`src/rtl/ram_sched_pkg.sv`:
```
// ram_sched_pkg: read-tag type and round-robin picker shared by the RAM scheduler.
// Tag index is sized for up to MAX_RD requesters so one package serves any N_RD.
package ram_sched_pkg;
  localparam int MAX_RD = 64;
  localparam int IDX_W  = 6;
  typedef struct packed {
    logic             val;
    logic [IDX_W-1:0] idx;
  } rd_tag_t;
  // First set bit of req at or after ptr, wrapping at n; returns ptr if req is empty.
  function automatic logic [IDX_W-1:0] rr_pick(input logic [MAX_RD-1:0] req,
                                               input logic [IDX_W-1:0] ptr, input int n);
    logic found;
    int   j;
    rr_pick = ptr;
    found   = 1'b0;
    for (int k = 0; k < MAX_RD; k++) begin
      j = int'(ptr) + k;
      if (j >= n) j = j - n;
      if (k < n && !found && req[j]) begin
        rr_pick = IDX_W'(j);
        found   = 1'b1;
      end
    end
  endfunction
endpackage

```
`src/rtl/rd_tag_pipe.sv`:
```
// rd_tag_pipe: DEPTH-stage shift register of read tags, decoded to a one-hot valid
// at the final stage so returning RAM data is steered to the requester that issued it.
module rd_tag_pipe
  import ram_sched_pkg::*;
#(
  parameter int N_RD  = 4,
  parameter int DEPTH = 2
) (
  input  logic            clk_i,
  input  logic            rst_n_i,
  input  rd_tag_t         tag_i,
  output logic [N_RD-1:0] val_o
);
  rd_tag_t r_stage [DEPTH];
  always_ff @(posedge clk_i or negedge rst_n_i) begin
    if (!rst_n_i) begin
      for (int k = 0; k < DEPTH; k++) r_stage[k] <= '0;
    end else begin
      r_stage[0] <= tag_i;
      for (int k = 1; k < DEPTH; k++) r_stage[k] <= r_stage[k-1];
    end
  end
  assign val_o = {{(N_RD-1){1'b0}}, r_stage[DEPTH-1].val} << r_stage[DEPTH-1].idx;
endmodule

```
`src/rtl/ram_rd_wr_sched.sv`:
```
// ram_rd_wr_sched: shares one single-port RAM between a write port and N_RD round-robin readers.
// Define RAM_RD_WR_SCHED_OUT_REG_EN to register rd_data_o/rd_data_val_o (latency RAM_LATENCY+1).
module ram_rd_wr_sched
  import ram_sched_pkg::*;
#(
  parameter int N_RD        = 4,
  parameter int AW          = 10,
  parameter int DW          = 64,
  parameter int RAM_LATENCY = 2,
  parameter int MAX_WR_RUN  = 4
) (
  input  logic                     clk_i,
  input  logic                     rst_n_i,
  input  logic [N_RD-1:0]          rd_req_i,
  input  logic [N_RD-1:0][AW-1:0]  rd_addr_i,
  output logic [N_RD-1:0]          rd_ready_o,
  output logic [DW-1:0]            rd_data_o,
  output logic [N_RD-1:0]          rd_data_val_o,
  input  logic                     wr_req_i,
  input  logic [AW-1:0]            wr_addr_i,
  input  logic [DW-1:0]            wr_data_i,
  output logic                     wr_ready_o,
  output logic                     ram_rd_en_o,
  output logic [AW-1:0]            ram_rd_addr_o,
  input  logic [DW-1:0]            ram_rd_data_i,
  output logic                     ram_wr_en_o,
  output logic [AW-1:0]            ram_wr_addr_o,
  output logic [DW-1:0]            ram_wr_data_o
);
  localparam int GW = $clog2(N_RD);
  localparam int RW = $clog2(MAX_WR_RUN + 1);
  logic [GW-1:0]   r_rr_ptr;
  logic [RW-1:0]   r_wr_run;
  logic            w_rd_any, w_wr_win, w_rd_win;
  logic [GW-1:0]   w_g;
  logic [N_RD-1:0] w_val;
  rd_tag_t         w_tag;
  // Writes win unless they have used up their run while a read is waiting.
  assign w_rd_any      = |rd_req_i;
  assign w_wr_win      = wr_req_i & ~((r_wr_run == RW'(MAX_WR_RUN)) & w_rd_any);
  assign w_rd_win      = ~w_wr_win & w_rd_any;
  assign w_g           = GW'(rr_pick(MAX_RD'(rd_req_i), IDX_W'(r_rr_ptr), N_RD));
  assign wr_ready_o    = w_wr_win;
  assign ram_wr_en_o   = w_wr_win;
  assign ram_wr_addr_o = wr_addr_i;
  assign ram_wr_data_o = wr_data_i;
  assign rd_ready_o    = {{(N_RD-1){1'b0}}, w_rd_win} << w_g;
  assign ram_rd_en_o   = w_rd_win;
  assign ram_rd_addr_o = rd_addr_i[w_g];
  assign w_tag.val     = w_rd_win;
  assign w_tag.idx     = IDX_W'(w_g);
  always_ff @(posedge clk_i or negedge rst_n_i) begin
    if (!rst_n_i) begin
      r_rr_ptr <= '0;
      r_wr_run <= '0;
    end else begin
      if (w_rd_win) r_rr_ptr <= (w_g == GW'(N_RD - 1)) ? '0 : w_g + 1'b1;
      r_wr_run <= !w_wr_win ? '0 : (r_wr_run == RW'(MAX_WR_RUN)) ? r_wr_run : r_wr_run + 1'b1;
    end
  end
  rd_tag_pipe #(.N_RD(N_RD), .DEPTH(RAM_LATENCY)) u_tag_pipe (
    .clk_i  (clk_i),
    .rst_n_i(rst_n_i),
    .tag_i  (w_tag),
    .val_o  (w_val)
  );
`ifdef RAM_RD_WR_SCHED_OUT_REG_EN
  logic [DW-1:0]   r_rd_data;
  logic [N_RD-1:0] r_rd_val;
  always_ff @(posedge clk_i or negedge rst_n_i) begin
    if (!rst_n_i) begin
      r_rd_data <= '0;
      r_rd_val  <= '0;
    end else begin
      r_rd_val <= w_val;
      if (|w_val) r_rd_data <= ram_rd_data_i;
    end
  end
  assign rd_data_o     = r_rd_data;
  assign rd_data_val_o = r_rd_val;
`else
  assign rd_data_o     = ram_rd_data_i;
  assign rd_data_val_o = w_val;
`endif
endmodule

```
`config.mk`:
```
export PLATFORM = sky130hd
export DESIGN_NAME = ram_rd_wr_sched
export DESIGN_NICKNAME = d
export VERILOG_FILES = /design/src/rtl/ram_sched_pkg.sv /design/src/rtl/rd_tag_pipe.sv /design/src/rtl/ram_rd_wr_sched.sv
export SDC_FILE = /design/constraint.sdc
export NUM_CORES = 1
export LEC_CHECK = 0
export BUFFER_PORTS_ARGS = -buffer_cell sky130_fd_sc_hd__buf_2
export CORE_AREA = 2 2 133 135
export DETAILED_ROUTE_END_ITERATION = 10
export DIE_AREA = 0 0 135 137
export PLACE_DENSITY = 0.46
export SYNTH_ARGS = -nofsm -noshare
export SYNTH_HDL_FRONTEND = slang
export SYNTH_HIERARCHICAL = 1
export SYNTH_SLANG_ARGS = --single-unit
```
`constraint.sdc`:
```
create_clock -name clk_i -period 3.2 [get_ports clk_i]
set_clock_uncertainty 0.05 [all_clocks]
set_input_delay 0.16 -clock clk_i [delete_from_list [all_inputs] [get_ports clk_i]]
set_output_delay 0.16 -clock clk_i [all_outputs]
set_load 0.02 [all_outputs]
```
==> run_results.csv <==
group,metric,value,unit
run_status,outcome,"finished, final reports clean",
die,die_h,137,um
logic_synthesis,synth_top_area_share,0.439,
timing,fin_crit,3.02,ns
detailed_routing,wl_per_cell,11.2,um
worst_setup_path,path_delay_family,"multiplexers",
final_layout,final_cells,426,
timing,worst_slack,0.178,ns
clocking,cts_tree,"built",
clocking,path_clk_slew,0.06,ns
global_routing,grt_pass1_wl,7310,um
worst_setup_path,end_kind,"output port",
power_and_ir_drop,pwr-share-clk,0.102,
hold_path,holdCritPathClass,"input pin to register",
logic_synthesis,synth-seq-cells,19,
clocking,clockRootBuffer,"clkbuf_16",
final_layout,fin_nets,393,
worst_setup_path,cp.required,2.99,ns
logic_synthesis,synth_cells,265,
timing,relSlewSlack,0.639,
worst_setup_path,crit_chain,"inv_1 -> ha_4 -> mux2_2 -> a41oi_4 -> a21oi_4 -> xnor2_4 -> buf_12 -> mux2i_1 -> mux2i_1 -> buf_2",
clocking,numCtsBuffers,3,
logic_synthesis,netlist_area,2390,um2
die,io_pins,344,
clocking,cts_sinks,19,
placement,portBuffers,67,
power_and_ir_drop,intPower,0.00128,W
final_layout,drive_gt1_frac,0.453,
global_routing,antenna_found_initial,0,
logic_synthesis,synth_edf_count,0,
timing,drv_slew,0,
global_routing,globalRoute.totalOverflow,0,
die,dieArea,18500,um2
power_and_ir_drop,p_comb_frac,0.757,
detailed_routing,drc,0,
detailed_routing,drt-vias-per-instance,3.23,
logic_synthesis,post_synth.cell_area_avg,9.03,um2
clocking,htreeDepth,1,
worst_setup_path,crit_buf_inv,3,
power_and_ir_drop,p_sw_frac,0.481,
placement,dp_hpwl,4000,um
timing,worst_slew_pin_slew,0.539,ns
power_and_ir_drop,p_switching,0.00119,W
logic_synthesis,yosysMostFrequentCell,"buf_4",
worst_setup_path,crit_type,"register to output port",
logic_synthesis,synth.area.top_cells,"buf_4 44%, dfrtp_1 20%, mux2i_1 15%",
die,fp.coreArea,17100,um2
clocking,clockBufferDepth,2,
timing,maxClockFrequency,331,MHz
detailed_routing,via_count,1378,
global_routing,grt_max_degree,27,
logic_synthesis,ys_top_cells_by_count,"140 x buf_4, 35 x mux2i_1, 19 x dfrtp_1, 9 x nor2_1, 8 x nand2_1",
power_and_ir_drop,p_per_area,1160,nW/um2
worst_setup_path,cp_common_cell,"mux2i_1",
timing,finalHoldViolCount,0,
power_and_ir_drop,cellLeakagePower,0.989,nW
detailed_routing,routed_wirelength,4780,um
worst_setup_path,cp_max_fo,26,
logic_synthesis,ys_seq_area_frac,0.199,
worst_setup_path,critPathMaxStageDelay,0.45,ns
worst_setup_path,start_kind,"register",
worst_setup_path,critPathArrivalTime,2.81,ns
timing,setup_viol,0,
timing,fin_tns_setup,0,ns
worst_setup_path,critical_path.slowest_cell,"dfrtp_1",
logic_synthesis,synth_warnings,6,
detailed_routing,drtIter0Drc,36,
placement,gp_congestion,0.739,
detailed_routing,firstDrtPassIters,3,
logic_synthesis,synthFlopType,"dfrtp_1",
power_and_ir_drop,ir_worst_vdd,0.629,mV
logic_synthesis,async_flop_share,1.00,
timing,rsz0062_at_grt,"no",
final_layout,insertedDiodeCount,0,
clocking,worst_skew_pair.late_latency,0.25,ns
flow_run,cap_violations,0,
timing,fin_crit_sh,0.944,
logic_synthesis,synth_top_cell_by_area,"buf_4",
placement,dp_cells,421,
global_routing,grt_use_total,0.0512,
die,start_util,0.140,
die,die_w,135,um
final_layout,areaGrowthSynthToFinish,-11.3,%
logic_synthesis,yosysUniqueCellTypes,34,
die,rows,48,
placement,place_ws,0.265,ns
global_routing,grt_pass1_vias,1453,
detailed_routing,drtAntennaViolNets,0,
power_and_ir_drop,seqPwrFrac,0.141,
==> sequential cells by signal (all words and copies together) (netlist names) <==
signal	flops
r_rr_ptr	2
u_tag_pipe/r_stage	14
r_wr_run	3
==> layer usage <==
metal	track usage	vias up	part of all wire
met4	0.0561	0	0.089
li1	-	602	-
met1	0.0498	600	0.35
met3	0.0200	58	0.13
met5	0	-	0
met2	0.0795	118	0.43
==> cell usage in the layout (no fill, tap or decap), drive strengths merged, types with 3 or more instances in the layout <==
master	n
ha	6
clkbuf	3
conb	4
mux2i	35
nand2b	3
o21ai	3
inv	8
dfrtp	19
nor2	9
nor3	4
buf	71
nor4	4
nand2	8
a21oi	4
==> worst paths after layout <==
path / from / slack, ns / cells past startpoint / to
worst max register to register: r_rr_ptr[0] / 0.76 / 8 / r_rr_ptr[1]
worst min register to register: u_tag_pipe/r_stage[11] / 0.30 / 0 / u_tag_pipe/r_stage[4]
max in group asynchronous: rst_n_i / 2.40 / 2 / r_rr_ptr[1]
min in group asynchronous: rst_n_i / 0.38 / 2 / u_tag_pipe/r_stage[0]
worst max-delay path: r_rr_ptr[0] / 0.18 / 10 / ram_rd_addr_o[0]
worst min-delay path: wr_req_i / 0.22 / 3 / r_wr_run[1]
==> what timing repair did <==
action / in CTS / in global routing
pin swaps: 0 / 1
hold endpoints to repair: 19 / 0
endpoints found under the setup margin: 5 / 14
resized for setup: 2 / 6
hold buffers: 1 / 0
setup buffers: 0 / 0
==> power groups by stage <==
stage | registers [W] | clock network [W] | logic [W]
global route | 0.000356 | 0.000272 | 0.00203
detailed placement | 0.000350 | 0 | 0.00181
global placement | 0.000348 | 0 | 0.00179
CTS | 0.000347 | 0.000263 | 0.00183
finish | 0.000347 | 0.000253 | 0.00187
floorplan | 0.000333 | 0 | 0.00165
==> final cells by class <==
cell class,instances,area [um2]
inverters,8,32.5
repair buffers,72,388
fillers,1980,14900
clock inverters,1,5.00
multi-input cells,98,863
clock buffers,3,75.1
flip-flops and latches,19,477
well taps,225,282
==> worst min-delay path, cell delays in order <==
cell	delay (ns)
buf_2	0.08
o21ai_1	0.10
a21oi_1	0.13
==> cells by family after synthesis <==
family / after synthesis / share of synthesized area
buffers and inverters: 151 / 0.463
xor gates and xnor gates: 2 / 0.0152
muxes: 38 / 0.165
and+or+nand+nor: 35 / 0.0800
other: 1 / 0.00157
adders and majority gates: 6 / 0.0314
DFF: 19 / 0.199
AOI/OAI and AO/OA: 13 / 0.0450
==> through the flow <==
| stage | hold slack [ns] | power [W] | util | area [um2] |
|---|---|---|---|---|
| final | 0.216 | 0.00247 | 0.124 | 2120 |
| after global routing | 0.236 | 0.00266 | 0.124 | 2120 |
| after CTS | 0.213 | 0.00244 | 0.122 | 2080 |
| after detailed placement | 0.0855 | 0.00216 | 0.116 | 1990 |
| after global placement | 0.0805 | 0.00213 | 0.116 | 1990 |
| after floorplan | -0.186 | 0.00199 | - | 2400 |
Note: power is estimated with default switching activity, not from simulation.
